==> src/rtl/display_scan_arbiter.sv <==
// display_scan_arbiter
//
// Shares one 4-digit multiplexed 7-segment display between two requesters.
// A prescaler produces one scan_tick per digit slot; four slots form a frame.
// Ownership changes only at frame boundaries. An owner that is still
// requesting keeps the display for at least HOLD_FRAMES frames when the other
// side is waiting. When both sides request from IDLE, the side not granted
// last wins.
//
// Ports:
//   clk, reset         single clock, synchronous active-high reset
//   req_a, data_a      requester A: request, four packed digits (digit0 in LSBs)
//   req_b, data_b      requester B: same as A
//   gnt_a, gnt_b       registered owner indication, one-hot or zero
//   decoder_in         registered digit code for the external 7-segment decoder
//   an                 registered active-low anode enables, bit n = digit n
//   dp                 registered active-low decimal point (lit on B's digit0)

module display_scan_arbiter #(
    parameter int unsigned DIGIT_W     = 4,
    parameter int unsigned SCAN_DIV    = 100000,
    parameter int unsigned HOLD_FRAMES = 8
) (
    input  logic                 clk,
    input  logic                 reset,
    input  logic                 req_a,
    input  logic [4*DIGIT_W-1:0] data_a,
    input  logic                 req_b,
    input  logic [4*DIGIT_W-1:0] data_b,
    output logic                 gnt_a,
    output logic                 gnt_b,
    output logic [DIGIT_W-1:0]   decoder_in,
    output logic [3:0]           an,
    output logic                 dp
);

    localparam int unsigned CntW  = (SCAN_DIV > 1) ? $clog2(SCAN_DIV) : 1;
    localparam int unsigned HeldW = $clog2(HOLD_FRAMES + 1);

    localparam logic [CntW-1:0]  CntMax  = CntW'(SCAN_DIV - 1);
    localparam logic [CntW-1:0]  CntOne  = CntW'(1);
    localparam logic [HeldW-1:0] HeldSat = HeldW'(HOLD_FRAMES);
    localparam logic [HeldW-1:0] HeldMin = HeldW'(HOLD_FRAMES - 1);
    localparam logic [HeldW-1:0] HeldOne = HeldW'(1);

    typedef enum logic [1:0] {
        StIdle,
        StOwnA,
        StOwnB
    } state_e;

    logic [CntW-1:0]    count_q, count_d;
    logic [1:0]         idx_q, idx_d;
    state_e             state_q, state_d;
    logic [HeldW-1:0]   held_q, held_d;
    // 1 when B was the most recent side to be granted.
    logic               last_b_q, last_b_d;
    logic               gnt_a_q, gnt_a_d;
    logic               gnt_b_q, gnt_b_d;
    logic [3:0]         an_q, an_d;
    logic [DIGIT_W-1:0] dec_q, dec_d;
    logic               dp_q, dp_d;

    logic scan_tick;
    logic frame_end;

    always_comb begin
        count_d  = count_q;
        idx_d    = idx_q;
        state_d  = state_q;
        held_d   = held_q;
        last_b_d = last_b_q;
        an_d     = an_q;
        dec_d    = dec_q;
        dp_d     = dp_q;

        scan_tick = (count_q == CntMax);
        frame_end = scan_tick && (idx_q == 2'd3);

        count_d = scan_tick ? '0 : count_q + CntOne;
        if (scan_tick) begin
            idx_d = idx_q + 2'd1;
        end

        if (frame_end) begin
            unique case (state_q)
                StIdle: begin
                    // On a tie, last_b_q set means A has the better claim.
                    if (req_a && (!req_b || last_b_q)) begin
                        state_d = StOwnA;
                    end else if (req_b) begin
                        state_d = StOwnB;
                    end
                end
                StOwnA: begin
                    if (!req_a) begin
                        state_d = req_b ? StOwnB : StIdle;
                    end else if (req_b && (held_q >= HeldMin)) begin
                        state_d = StOwnB;
                    end
                end
                StOwnB: begin
                    if (!req_b) begin
                        state_d = req_a ? StOwnA : StIdle;
                    end else if (req_a && (held_q >= HeldMin)) begin
                        state_d = StOwnA;
                    end
                end
                default: state_d = StIdle;
            endcase

            if ((state_d != state_q) && (state_d != StIdle)) begin
                held_d   = '0;
                last_b_d = (state_d == StOwnB);
            end else if ((state_d == state_q) && (state_q != StIdle) && (held_q != HeldSat)) begin
                held_d = held_q + HeldOne;
            end
        end

        // Grants follow the next state so they line up with state_q.
        gnt_a_d = (state_d == StOwnA);
        gnt_b_d = (state_d == StOwnB);

        // Display outputs use the post-tick owner and index, so a new owner
        // starts on digit0.
        if (scan_tick) begin
            unique case (state_d)
                StOwnA: begin
                    an_d  = ~(4'b0001 << idx_d);
                    dec_d = data_a[32'(idx_d) * DIGIT_W +: DIGIT_W];
                end
                StOwnB: begin
                    an_d  = ~(4'b0001 << idx_d);
                    dec_d = data_b[32'(idx_d) * DIGIT_W +: DIGIT_W];
                end
                default: begin
                    an_d  = 4'b1111;
                    dec_d = '0;
                end
            endcase
            dp_d = !((state_d == StOwnB) && (idx_d == 2'd0));
        end
    end

    always_ff @(posedge clk) begin
        if (reset) begin
            count_q  <= '0;
            idx_q    <= 2'd0;
            state_q  <= StIdle;
            held_q   <= '0;
            last_b_q <= 1'b1;
            gnt_a_q  <= 1'b0;
            gnt_b_q  <= 1'b0;
            an_q     <= 4'b1111;
            dec_q    <= '0;
            dp_q     <= 1'b1;
        end else begin
            count_q  <= count_d;
            idx_q    <= idx_d;
            state_q  <= state_d;
            held_q   <= held_d;
            last_b_q <= last_b_d;
            gnt_a_q  <= gnt_a_d;
            gnt_b_q  <= gnt_b_d;
            an_q     <= an_d;
            dec_q    <= dec_d;
            dp_q     <= dp_d;
        end
    end

    assign gnt_a      = gnt_a_q;
    assign gnt_b      = gnt_b_q;
    assign an         = an_q;
    assign decoder_in = dec_q;
    assign dp         = dp_q;

endmodule

==> config.mk <==
export PLATFORM = sky130hd
export DESIGN_NAME = display_scan_arbiter
export DESIGN_NICKNAME = d
export VERILOG_FILES = /design/src/rtl/display_scan_arbiter.sv
export SDC_FILE = /design/constraint.sdc
export NUM_CORES = 1
export LEC_CHECK = 0
export CAP_MARGIN = 20
export CORE_MARGIN = 1
export CORE_UTILIZATION = 46
export CTS_CLUSTER_DIAMETER = 60
export DETAILED_ROUTE_END_ITERATION = 7
export GPL_ROUTABILITY_DRIVEN = 0
export PLACE_DENSITY_LB_ADDON = 0.3
export SYNTH_ARGS = -nofsm -noshare
export SYNTH_HDL_FRONTEND = slang
export SYNTH_SLANG_ARGS = --single-unit
==> constraint.sdc <==
create_clock -name clk -period 2.5 [get_ports clk]
set_input_delay 0.375 -clock clk [delete_from_list [all_inputs] [get_ports clk]]
set_output_delay 0.375 -clock clk [all_outputs]
set_load 0.03 [all_outputs]
**Word level (Yosys, flattened, before mapping)**

Cells that the tools add are included.

- Logic and storage cells: 64
- Flip-flop bits (word level): 37

- Add/subtract/negate cells: 3
- Multiplexer cells: 16
- Shifts and indexed selects: 3
- Reductions and logical operators: 20
- Equal/unequal tests: 10
- Order comparisons: 1
- Bitwise gates (word level): 1

Operators with widths:

| cell | count |
|---|---|
| $shiftx A16 B5 Y4 | 2 |
| $mux W2 | 10 |
| $add A17 B1 Y17 const B | 1 |
| $eq A17 B17 Y1 const B | 1 |
| $mux W4 | 3 |
| $eq A2 B2 Y1 const B | 4 |
| $logic_and A1 B1 Y1 | 8 |
| $pmux W4 S2 | 1 |
| $pmux W2 S3 | 1 |
| $reduce_bool A2 Y1 | 3 |
| $add A4 B1 Y4 const B | 1 |
| $eq A2 B1 Y1 const B | 2 |
| $ge A4 B3 Y1 const B | 1 |
| $logic_not A2 Y1 | 2 |
| $ne A4 B4 Y1 const B | 1 |
| $not A4 Y4 | 1 |
| $reduce_and A2 Y1 | 2 |
| $reduce_or A2 Y1 | 2 |
| $shl A1 B2 Y4 const A | 1 |
| $add A2 B1 Y2 const B | 1 |
| $eq A2 B2 Y1 | 1 |
| $logic_not A1 Y1 | 2 |
| $ne A2 B2 Y1 | 1 |
| $logic_or A1 B1 Y1 | 1 |
| $mux W1 | 1 |

**Depth between registers and ports, before layout**

Gate-level depths: netlist of the first run.

- Depth in word-level cells: 11
- Gate-level depth with buffers: 11
- Depth with buffers taken out: 9

**Least setup slack after synthesis of the first run**

OpenSTA, ideal clock, no wires.

- Path kind: reg2reg
- From: register count_q[0]
- To: register dec_q[3], in the netlist decoder_in[3]
- Cell stages (with the launch flop): 11
- Path buffers: 1
- Path slack: -208 ps
- Arrival time: 2,579 ps
- Period minus slack after synthesis: 2,708 ps
- Required time: 2,371 ps
- Cell sequence: dfxtp_1 -> ha_1 -> and4_2 -> nand4_4 -> or4_4 -> nand2_1 -> ha_1 -> clkbuf_1 -> mux4_2 -> mux2i_1 -> o32ai_1

- Word-level cells in the longest chain between the ends: 5

Ends and longest elaborated chain:

| element | line | source |
|---|---|---|
| from (decl) | 52 | `logic [CntW-1:0] count_q, count_d;` |
| from (signal assigned) | 158 | `count_q <= count_d;` |
| $eq A17 B17 Y1 | 77 | `scan_tick = (count_q == CntMax);` |
| $logic_and A1 B1 Y1 | 78 | `frame_end = scan_tick && (idx_q == 2'd3);` |
| $mux W2 | 85 | `if (frame_end) begin` |
| net state_d[1] | 54 | `state_e state_q, state_d;` |
| $eq A2 B2 Y1 | - |  |
| net gnt_b_d | 59 | `logic gnt_b_q, gnt_b_d;` |
| $pmux W4 S2 | 127 | `unique case (state_d)` |
| to (signal assigned) | 155 | `dec_q <= '0;` |
| to (signal assigned) | 166 | `dec_q <= dec_d;` |
| to (decl) | 61 | `logic [DIGIT_W-1:0] dec_q, dec_d;` |

The timed path passes the listed nets, and every way through them passes these cells.
A chain may end at the register's enable or synchronous reset.

**Final worst setup path of the first run**

- From: register count_q[12]
- To: register dec_q[0], in the netlist decoder_in[0]

The elaborated chain is that of the path after synthesis.

==> impl_metrics.csv, run 1 <==
group,metric,value,unit
min_path,holdPathStages,2,
synth,synthesized_net_count,274,
min_path,hp-class,"reg2reg",
synth,cell_with_the_most_instances_after_synthesis,"sky130_fd_sc_hd__dfxtp_1",
sta,final_hold_viol_count,0,
run,number_of_max_cap_violations,0,
sta,period_share,0.980,
synth,ys_seq_area_frac,0.345,
floorplan,core-area,4410,um2
sta,max_clock_skew,1.89,ps
final_layout,drive_gt1_frac,0.269,
synth,synthesis.area_per_instance,9.26,um2
power_and_ir_drop,power_leakage,1.16,nW
routing,first_pass_iters,4,
global_routing,grt_overflow,0,
outcome,run_status,"completed",
sta,fin_setup_tns,0,ps
routing,post_drt_via_cell_ratio,5.59,
final_layout,multi_input_area,1360,um2
clock_network,cts.clk_slew.worst_paths,70,ps
clock_network,cts_tree,"yes",
setup_path,worst_setup_path_start_kind,"register",
min_path,worstHoldEndpoint,"decoder_in[0]$_SDFFE_PP0N_",
final_layout,final.fill_count,334,
routing,wl,5.16,mm
power_and_ir_drop,power.switching_fraction,0.212,
clock_network,numCtsBuffers,5,
clock_network,clkLatencyLatePin,290,ps
routing,detailedRoute.firstIterationViolations,130,
floorplan,design.portCount,47,
synth,synth_common_cells,"37 x sky130_fd_sc_hd__dfxtp_1, 23 x sky130_fd_sc_hd__nor2_1, 15 x sky130_fd_sc_hd__nand2_1, 13 x sky130_fd_sc_hd__inv_1, 9 x sky130_fd_sc_hd__a21oi_1",
clock_network,ctsLongestPathBuffers,2,
synth,yosys_most_used_dff,"sky130_fd_sc_hd__dfxtp_1",
setup_path,critical_path_end_type,"register",
setup_path,rr_startpoint,"count_q[12]$_SDFF_PP0_",
routing,num_vias,2035,
synth,instance_count_of_the_mapped_netlist,232,
synth,netlist-cell-type-count,50,
placed_design,port_buffers,46,
floorplan,chipWidth,70.3,um
setup_path,worst_setup_path_type,"reg2reg",
global_routing,grt_start_max_net_pins,19,
setup_path,r2r_slack,50,ps
sta,rsz_0062_raised_after_global_routing,"false",
placed_design,place_ws,-398,ps
floorplan,full_die_area,4950,um2
power_and_ir_drop,p_int,971,uW
synth,synth_largest_area_cell,"sky130_fd_sc_hd__dfxtp_1",
synth,yosys-top-cells-area,"sky130_fd_sc_hd__dfxtp_1 34%, sky130_fd_sc_hd__mux4_2 8.4%, sky130_fd_sc_hd__nor2_1 4.0%, sky130_fd_sc_hd__ha_1 3.5%, sky130_fd_sc_hd__xnor2_1 3.3%",
power_and_ir_drop,p_switching,261,uW
synth,synth-warning-count,0,
routing,routed_wire_length_per_instance,14.2,um
power_and_ir_drop,clock_power_share,0.424,
min_path,worst_hold_startpoint,"decoder_in[0]$_SDFFE_PP0N_",
global_routing,first_pass_grt_wire_length,8.45,mm
clock_network,cts_hold_buf,0,
sta,slew_violations,0,
sta,fmax,408,MHz
floorplan,chipHeight,70.3,um
power_and_ir_drop,power_frac_comb,0.091,
power_and_ir_drop,seq_power_share,0.484,
power_and_ir_drop,power_density,394,nW/um2
sta,worst_slew_pin_slew,611,ps
clock_network,clock_sinks,37,
synth,synth.ff_latch_count,37,
setup_path,timing.critical_path.arrival,2630,ps
synth,async_flop_share,0,
final_layout,antenna_cells,0,
sta,relSlewSlack,0.593,
floorplan,effective_utilization_at_floorplan,0.487,
global_routing,antenna_found_initial,0,
synth,synth_top_area_frac,0.345,
sta,postLayoutSetupSlackWorst,50.3,ps
setup_path,timing.reg2reg.worst_path_depth,9,
power_and_ir_drop,ir_drop,0.000313,V
final_layout,regArea,751,um2
final_layout,nets,353,
clock_network,deepest_level_of_the_cts_h_tree,2,
global_routing,grtUsageTotal,0.212,
setup_path,worst_r2r_endpoint,"decoder_in[0]$_SDFFE_PP0N_",
routing,route.antenna.remaining_nets,0,
sta,final_number_of_setup_violating_endpoints,0,
placed_design,dpl.hpwl,3.70,mm
global_routing,vias_in_the_first_global_route,1898,
setup_path,worstSetupStartpoint,"count_q[12]$_SDFF_PP0_",
routing,detail_route.drc_violations,0,
final_layout,area.growth.synth_to_final,45.5,%
setup_path,crit_fanout,4,
sta,post-route-min-period,2450,ps
setup_path,timing.critical_path.required,2680,ps
synth,synth-edff-count,0,
synth,summed_instance_area_of_the_synthesized_netlist,2150,um2
floorplan,rows,24,
clock_network,cts.root.buffer_cell,"sky130_fd_sc_hd__clkbuf_8",
[layout make-up]
class | instances | area share
multi-input cells | 168 | 0.435
repair buffers | 86 | 0.253
flip-flops and latches | 37 | 0.240
clock buffers | 6 | 0.0232
well taps | 52 | 0.0208
inverters | 13 | 0.0156
clock inverters | 2 | 0.0124
[critical path, cell delays in order (launching register included)]
cell and delay (ps):
sky130_fd_sc_hd__dfxtp_2 340, sky130_fd_sc_hd__nor4b_4 360, sky130_fd_sc_hd__nand4_4 130, sky130_fd_sc_hd__or4_4 520, sky130_fd_sc_hd__nand2_4 100, sky130_fd_sc_hd__ha_4 180, sky130_fd_sc_hd__buf_16 110, sky130_fd_sc_hd__mux4_2 280
sky130_fd_sc_hd__mux2i_1 190, sky130_fd_sc_hd__o32ai_1 110
[worst max-delay path by stage]
| stage | end | slack (ps) | depth (start not counted) |
|---|---|---|---|
| 2_1_floorplan | decoder_in[3]$_SDFFE_PP0N_ | 6 | 10 |
| 3_3_place_gp | decoder_in[3]$_SDFFE_PP0N_ | -340 | 10 |
| 3_5_place_dp | decoder_in[3]$_SDFFE_PP0N_ | -400 | 10 |
| 4_1_cts | decoder_in[2]$_SDFFE_PP0N_ | 4 | 11 |
| 5_1_grt | decoder_in[0]$_SDFFE_PP0N_ | 10 | 9 |
| 6_report | decoder_in[0]$_SDFFE_PP0N_ | 50 | 9 |
[power groups by stage]
stage          logic, mW  clock network, mW  registers [mW]
6_report           0.112              0.523           0.597
5_1_grt            0.123              0.551           0.597
4_1_cts            0.106              0.535           0.596
3_5_place_dp       0.107                  0           0.609
3_3_place_gp       0.105                  0           0.609
2_1_floorplan     0.0364                  0           0.610
[cells in the final DEF, fill, tap and decap left out, types with 3 or more instances in the layout]
master,n
sky130_fd_sc_hd__buf_4,38
sky130_fd_sc_hd__dfxtp_1,29
sky130_fd_sc_hd__nand3_1,6
sky130_fd_sc_hd__nor4_1,3
sky130_fd_sc_hd__a21oi_1,8
sky130_fd_sc_hd__xor2_1,5
sky130_fd_sc_hd__clkdlybuf4s50_1,45
sky130_fd_sc_hd__nand2_1,14
sky130_fd_sc_hd__nor2b_1,6
sky130_fd_sc_hd__clkbuf_8,5
sky130_fd_sc_hd__inv_1,13
sky130_fd_sc_hd__nand4_1,5
sky130_fd_sc_hd__o32ai_1,7
sky130_fd_sc_hd__xnor2_1,8
sky130_fd_sc_hd__o21ai_0,6
sky130_fd_sc_hd__mux4_2,8
sky130_fd_sc_hd__dfxtp_2,8
sky130_fd_sc_hd__nor3_1,3
sky130_fd_sc_hd__nor2_1,23
sky130_fd_sc_hd__mux2i_1,6
sky130_fd_sc_hd__o21bai_1,5
sky130_fd_sc_hd__nor4b_1,3
sky130_fd_sc_hd__or3_1,5
sky130_fd_sc_hd__nand2b_1,3
sky130_fd_sc_hd__ha_1,3
[state kept, by name, indices dropped and copies added (netlist names)]
register,count
an,4
count_q,17
decoder_in,4
dp,1
gnt_a,1
gnt_b,1
held_q,4
idx_q,2
last_b_q,1
state_q,2
[cells by family (layout without fill, tap and decap cells)]
group	after synthesis	in the layout	synth area share
xor+xnor	13	13	0.0530
fa+ha+maj	6	6	0.0349
buf+inv	27	107	0.0507
simple gates	95	95	0.275
compound gates	39	39	0.124
mux	15	15	0.117
flops	37	37	0.345
[what timing repair did]
| item | CTS | global route |
|---|---|---|
| gates resized for setup | 13 | 11 |
| hold endpoints to repair | 0 | 0 |
| pin swaps | 2 | 12 |
| buffers inserted | 1 | 6 |
| setup endpoints to repair | 4 | 3 |
| gates cloned | 1 | 0 |
[metal layers]
layer,vias to the layer above,global-route usage,share of wire
li1,1006,-,-
met1,965,0.267,0.44
met2,58,0.354,0.49
met3,6,0.0519,0.056
met4,0,0.0689,0.013
met5,-,0,0
[stage by stage]
step	instances	utilization	instance area, um2	hold slack [ps]	total power [mW]
2_1_floorplan	232	-	2160	431	0.647
3_3_place_gp	349	0.653	2880	444	0.714
3_5_place_dp	349	0.653	2880	451	0.716
4_1_cts	359	0.694	3060	485	1.24
5_1_grt	364	0.708	3130	511	1.27
6_report	364	0.708	3130	484	1.23
No activity file was read; power rests on OpenSTA's default activity.
==> run 2: changes to the inputs <==
- CTS_BUF_LIST: unset -> sky130_fd_sc_hd__clkbuf_16
==> run 2 against run 1 <==
Sequential share of layout area fell by 0.36 points. Clock skew rose by 1.6 ps. Global-route usage rose by 1.3 points. Via count rose by 0.84%. Sequential cell count did not move. Setup slack got worse by 7.7 ps. Sequential power barely moved. Fmax fell by 0.31%. Die area did not move. Total power rose by 16%. Largest cell class unchanged. Highest routed layer unchanged.
==> impl_metrics.csv, run 2 (synthesized netlist as in run 1, its figures left out) <==
group,metric,value,unit
sta,post-route-min-period,2460,ps
floorplan,core-area,4410,um2
min_path,holdPathStages,2,
min_path,worst_hold_startpoint,"idx_q[1]$_SDFF_PP0_",
clock_network,clock_sinks,37,
placed_design,dpl.hpwl,3.70,mm
clock_network,clkLatencyLatePin,280,ps
global_routing,antenna_found_initial,0,
routing,post_drt_via_cell_ratio,5.65,
clock_network,numCtsBuffers,5,
final_layout,final.fill_count,316,
clock_network,cts_hold_buf,0,
routing,detail_route.drc_violations,0,
final_layout,layout.cells.most_common,"sky130_fd_sc_hd__clkdlybuf4s50_1",
setup_path,r2r_slack,40,ps
routing,routed_wire_length_per_instance,15.0,um
routing,route.antenna.remaining_nets,0,
final_layout,regMostFlops,"count_q",
final_layout,antenna_cells,0,
setup_path,worst_setup_path_start_kind,"register",
sta,finalHoldWorstSlack,457,ps
setup_path,timing.reg2reg.worst_path_depth,10,
clock_network,cts_tree,"yes",
sta,period_share,0.983,
global_routing,grt_start_max_net_pins,19,
floorplan,full_die_area,4950,um2
final_layout,nets,352,
routing,detailedRoute.firstIterationViolations,125,
sta,final_hold_viol_count,0,
clock_network,cts.root.buffer_cell,"sky130_fd_sc_hd__clkbuf_16",
clock_network,cts.clk_slew.worst_paths,60,ps
power_and_ir_drop,seq_power_share,0.419,
power_and_ir_drop,power.switching_fraction,0.202,
floorplan,chipWidth,70.3,um
sta,relSlewSlack,0.598,
sta,final_number_of_setup_violating_endpoints,0,
sta,rsz_0062_raised_after_global_routing,"false",
power_and_ir_drop,p_switching,288,uW
final_layout,largest_register_ffs,17,
power_and_ir_drop,power_frac_comb,0.079,
setup_path,timing.critical_path.required,2660,ps
floorplan,rows,24,
floorplan,design.portCount,47,
outcome,run_status,"completed",
sta,max_clock_skew,3.44,ps
power_and_ir_drop,power_density,448,nW/um2
routing,num_vias,2052,
final_layout,drive_gt1_frac,0.270,
setup_path,critical_path_end_type,"register",
setup_path,crit_fanout,4,
floorplan,effective_utilization_at_floorplan,0.487,
setup_path,rr_startpoint,"count_q[1]$_SDFF_PP0_",
routing,wl,5.43,mm
setup_path,worst_r2r_endpoint,"decoder_in[0]$_SDFFE_PP0N_",
power_and_ir_drop,power_leakage,1.19,nW
routing,first_pass_iters,4,
run,number_of_max_cap_violations,0,
sta,fmax,407,MHz
final_layout,most-common-layout-cells,"45 x sky130_fd_sc_hd__clkdlybuf4s50_1, 36 x sky130_fd_sc_hd__buf_4, 29 x sky130_fd_sc_hd__dfxtp_1",
placed_design,placedInstanceArea,2880,um2
global_routing,first_pass_grt_wire_length,8.81,mm
clock_network,deepest_level_of_the_cts_h_tree,2,
global_routing,vias_in_the_first_global_route,1962,
global_routing,grt_overflow,0,
power_and_ir_drop,ir_drop,0.000348,V
final_layout,final_design_area_no_fill,3190,um2
floorplan,chipHeight,70.3,um
power_and_ir_drop,p_int,1.14,mW
power_and_ir_drop,clock_power_share,0.503,
setup_path,worst_setup_path_type,"reg2reg",
min_path,hp-class,"reg2reg",
sta,slew_violations,0,
final_layout,area.growth.synth_to_final,48.3,%
setup_path,timing.critical_path.arrival,2620,ps
sta,worst_slew_pin_slew,603,ps
placed_design,port_buffers,46,
clock_network,ctsLongestPathBuffers,2,
min_path,worstHoldEndpoint,"idx_q[1]$_SDFF_PP0_",
global_routing,grtUsageTotal,0.225,
-- run 2: cell count changes in the layout (fill, tap and decap cells not counted), sizes merged --
cell and change:
buf -1, clkbuf -1, inv +1
-- run 2: stage by stage --
| step | TNS [ps] | setup WS [ps] | util | cells | total power, mW |
|---|---|---|---|---|---|
| after global routing | 0 | 6.06 | 0.722 | 363 | 1.47 |
| after detailed placement | -2450 | -398 | 0.653 | 349 | 0.716 |
| after CTS | 0 | 6.07 | 0.708 | 359 | 1.43 |
| after global placement | -2320 | -344 | 0.653 | 349 | 0.714 |
| final | 0 | 42.6 | 0.722 | 363 | 1.43 |
| after floorplan | 0 | 6.33 | - | 232 | 0.647 |
-- run 2: final cells by class --
type | instances | area [um2] | area share
flip-flops and latches | 37 | 753 | 0.236
clock buffers | 5 | 125 | 0.0393
multi-input cells | 168 | 1360 | 0.428
repair buffers | 85 | 788 | 0.247
inverters | 13 | 48.8 | 0.0153
clock inverters | 3 | 42.5 | 0.0134
well taps | 52 | 65.1 | 0.0204
-- run 2: timing repair --
action                                  in CTS  in global routing
gates resized for setup                     14                 13
gates cloned                                 1                  0
endpoints found under the setup margin       4                  5
pin swaps                                    5                 10
setup buffers                                1                  5
-- run 2: worst max path at each step --
| stage | start | to | slack (ps) | cells after the start |
|---|---|---|---|---|
| global placement | req_b | decoder_in[3]$_SDFFE_PP0N_ | -340 | 10 |
| finish | count_q[1]$_SDFF_PP0_ | decoder_in[0]$_SDFFE_PP0N_ | 40 | 10 |
| global route | count_q[1]$_SDFF_PP0_ | decoder_in[0]$_SDFFE_PP0N_ | 6 | 10 |
| detailed placement | req_b | decoder_in[3]$_SDFFE_PP0N_ | -400 | 10 |
| CTS | count_q[0]$_SDFF_PP0_ | decoder_in[1]$_SDFFE_PP0N_ | 6 | 11 |
| floorplan | count_q[0]$_SDFF_PP0_ | decoder_in[3]$_SDFFE_PP0N_ | 6 | 10 |
-- run 2: metal layers --
layer / global-route usage / up-vias / wire, um
li1: - / 1008 / -
met1: 0.265 / 971 / 2330
met2: 0.387 / 62 / 2680
met3: 0.0606 / 11 / 307
met4: 0.0867 / 0 / 119
met5: 0 / - / 0
-- run 2: power by group through the flow --
stage / combinational [mW] / clock (mW) / sequential, mW
floorplan: 0.0364 / 0 / 0.610
global placement: 0.105 / 0 / 0.609
detailed placement: 0.107 / 0 / 0.609
CTS: 0.107 / 0.725 / 0.597
global route: 0.123 / 0.753 / 0.598
finish: 0.112 / 0.718 / 0.598
-- run 2: worst max-delay path, stage by stage, from the launching register on --
cell and delay, ps:
sky130_fd_sc_hd__dfxtp_4 360, sky130_fd_sc_hd__ha_4 130, sky130_fd_sc_hd__and4_4 230, sky130_fd_sc_hd__nand4_4 110, sky130_fd_sc_hd__or4_4 530, sky130_fd_sc_hd__nand2_4 90, sky130_fd_sc_hd__ha_4 180, sky130_fd_sc_hd__buf_16 120
sky130_fd_sc_hd__mux4_2 280, sky130_fd_sc_hd__mux2i_1 190, sky130_fd_sc_hd__o32ai_1 110
==> RTL change (flow settings as in run 1) <==
Re-encode `state_e` (3 states) as one-hot, 3 bits wide.
--- a/src/rtl/display_scan_arbiter.sv
+++ b/src/rtl/display_scan_arbiter.sv
@@ -45,6 +45,6 @@
 
-    typedef enum logic [1:0] {
-        StIdle,
-        StOwnA,
-        StOwnB
+    typedef enum logic [2:0] {
+        StIdle = 3'b001,
+        StOwnA = 3'b010,
+        StOwnB = 3'b100
     } state_e;
Function: no difference found for any inputs over 10 cycles, from zero or initial values and one cycle with reset high; not proved beyond that.
==> RTL change against run 1 <==
- total power down 5.3%
- sequential cell count up 1
- global-route usage up 1.1 points
- cell area down 1.8%
- sequential share of layout area up 0.86 points
- the flow now finishes with violations (design-rule violations, negative setup slack)
- utilization down 1.8 points
- worst setup slack worse by 0.11 ns
- wire length up 4.5%
- synthesized area up 0.52%
- critical path type unchanged
==> RTL change: results (changes against run 1) <==
DR WL met2 = 2.69 mm (was 2.51 mm)
Seq/Total Area, Yosys = 35.2% (was 34.5%)
NumNets Final = 373 (was 353)
Failing checks = design-rule violations, negative setup slack
Met3 wire len = 200 um (was 289 um)
Critical path's slowest cell = mux4_2 (was or4_4)
Slowest stage delay, CP = 0.56 ns (was 0.52 ns)
Power Internal = 0.904 mW (was 0.971 mW)
Max FFs per register = 17 (unchanged)
Async S/R FF share, synth = 0% (unchanged)
Global-route wire length before repair = 8.89 mm (was 8.45 mm)
Clock skew = 0.00675 ns (was 0.00189 ns)
Crit path max fanout = 6 (was 4)
DRT met1 WL = 2.40 mm (was 2.29 mm)
Most instantiated cells after synthesis = dfxtp_1, nor2_1, nand2_1 (unchanged)
Vias in the first global route = 2022 (was 1898)
Grt met3 use = 4.04% (was 5.19%)
Post-CTS Setup Inserts = 2 (was 1)
Final setup viols = 2 (was 0)
Relative slew slack = 61.3% (was 59.3%)
Worst path arrival time = 2.74 ns (was 2.63 ns)
R2r worst-path depth = 6 (was 9)
FILL cells = 369 (was 334)
Routing usage on met1 = 27.8% (was 26.7%)
Clock Path Buffers = 2 (unchanged)
Met2 Resource Use GR = 38.7% (was 35.4%)
Sequential power share = 52.4% (was 48.4%)
Remaining DRCs = 4 (was 0)
Leak = 1.20 nW (was 1.16 nW)
CP Launch Point = count_q[11] (was count_q[12])
Largest net degree at the start of global routing = 21 (was 19)
Worst vdd ir = 0.580 mV (was 0.313 mV)
DP HPWL = 3.96 mm (was 3.70 mm)
Synth unique cells = 53 (was 50)
Outcome = finished, violations left (was finished, final reports clean)
Fin worst setup slack = -0.0563 ns (was 0.0503 ns)
Vias after detailed routing = 2053 (was 2035)
CTS resizes = 2 (was 13)
Initial drt markers = 77 (was 130)
Share of cells above drive strength 1 = 21.6% (was 26.9%)
Setup tns final = -0.112 ns (was 0 ns)
Pre-antenna DRT Iters = 6 (was 4)
Synth top area cells = dfxtp_1, nor2_1, nand2_1 (was dfxtp_1, mux4_2, nor2_1)
Worst slack, placed = -0.102 ns (was -0.398 ns)
GRT Resource Usage Total = 22.4% (was 21.2%)
Post-synthesis net count = 292 (was 274)
Final WL = 5.39 mm (was 5.16 mm)
## RTL change: cell types whose count changed in the layout (fill, tap and decap cells not counted), sizes merged, moves of 5 or more
cell / run 1 / this run
o32ai: 7 / 0
a21oi: 9 / 14
nor2: 23 / 30
nand2: 15 / 29
xor2: 5 / 10
## RTL change: metrics by stage
step | hold slack [ns] | total power, mW | instance area [um2] | cells
6_report | 0.443 | 1.17 | 3070 | 386
5_1_grt | 0.463 | 1.21 | 3070 | 386
4_1_cts | 0.445 | 1.17 | 3000 | 382
3_5_place_dp | 0.435 | 0.737 | 2880 | 372
3_3_place_gp | 0.434 | 0.736 | 2880 | 372
2_1_floorplan | 0.426 | 0.663 | 2170 | 252
## RTL change: kinds of logic after synthesis
| logic type | Yosys count | share of synthesized area [%] |
|---|---|---|
| AO/OA/AOI/OAI | 59 | 19.2 |
| XOR/XNOR | 15 | 6.95 |
| adder cells (fa/ha/maj) | 4 | 2.32 |
| buffers and inverters | 20 | 4.00 |
| flip-flops | 38 | 35.2 |
| multiplexers | 9 | 6.66 |
| AND/OR/NAND/NOR | 107 | 25.7 |
## RTL change: final cells by class
| cell class | count | area share (%) |
|---|---|---|
| tap | 52 | 2.12 |
| sequential | 38 | 24.9 |
| inverter | 9 | 1.10 |
| multi-input combinational | 194 | 44.0 |
| clock buffer | 6 | 2.69 |
| clock inverter | 2 | 0.408 |
| timing repair buffer | 85 | 24.8 |
## RTL change: critical path, delay by kind of cell, from the launching register on
| family | cells | cell delay (ns) |
|---|---|---|
| AO/OA/AOI/OAI | 1 | 0.16 |
| flip-flops | 1 | 0.32 |
| AND/OR/NAND/NOR | 3 | 1.13 |
| XOR/XNOR | 1 | 0.28 |
| multiplexers | 1 | 0.56 |
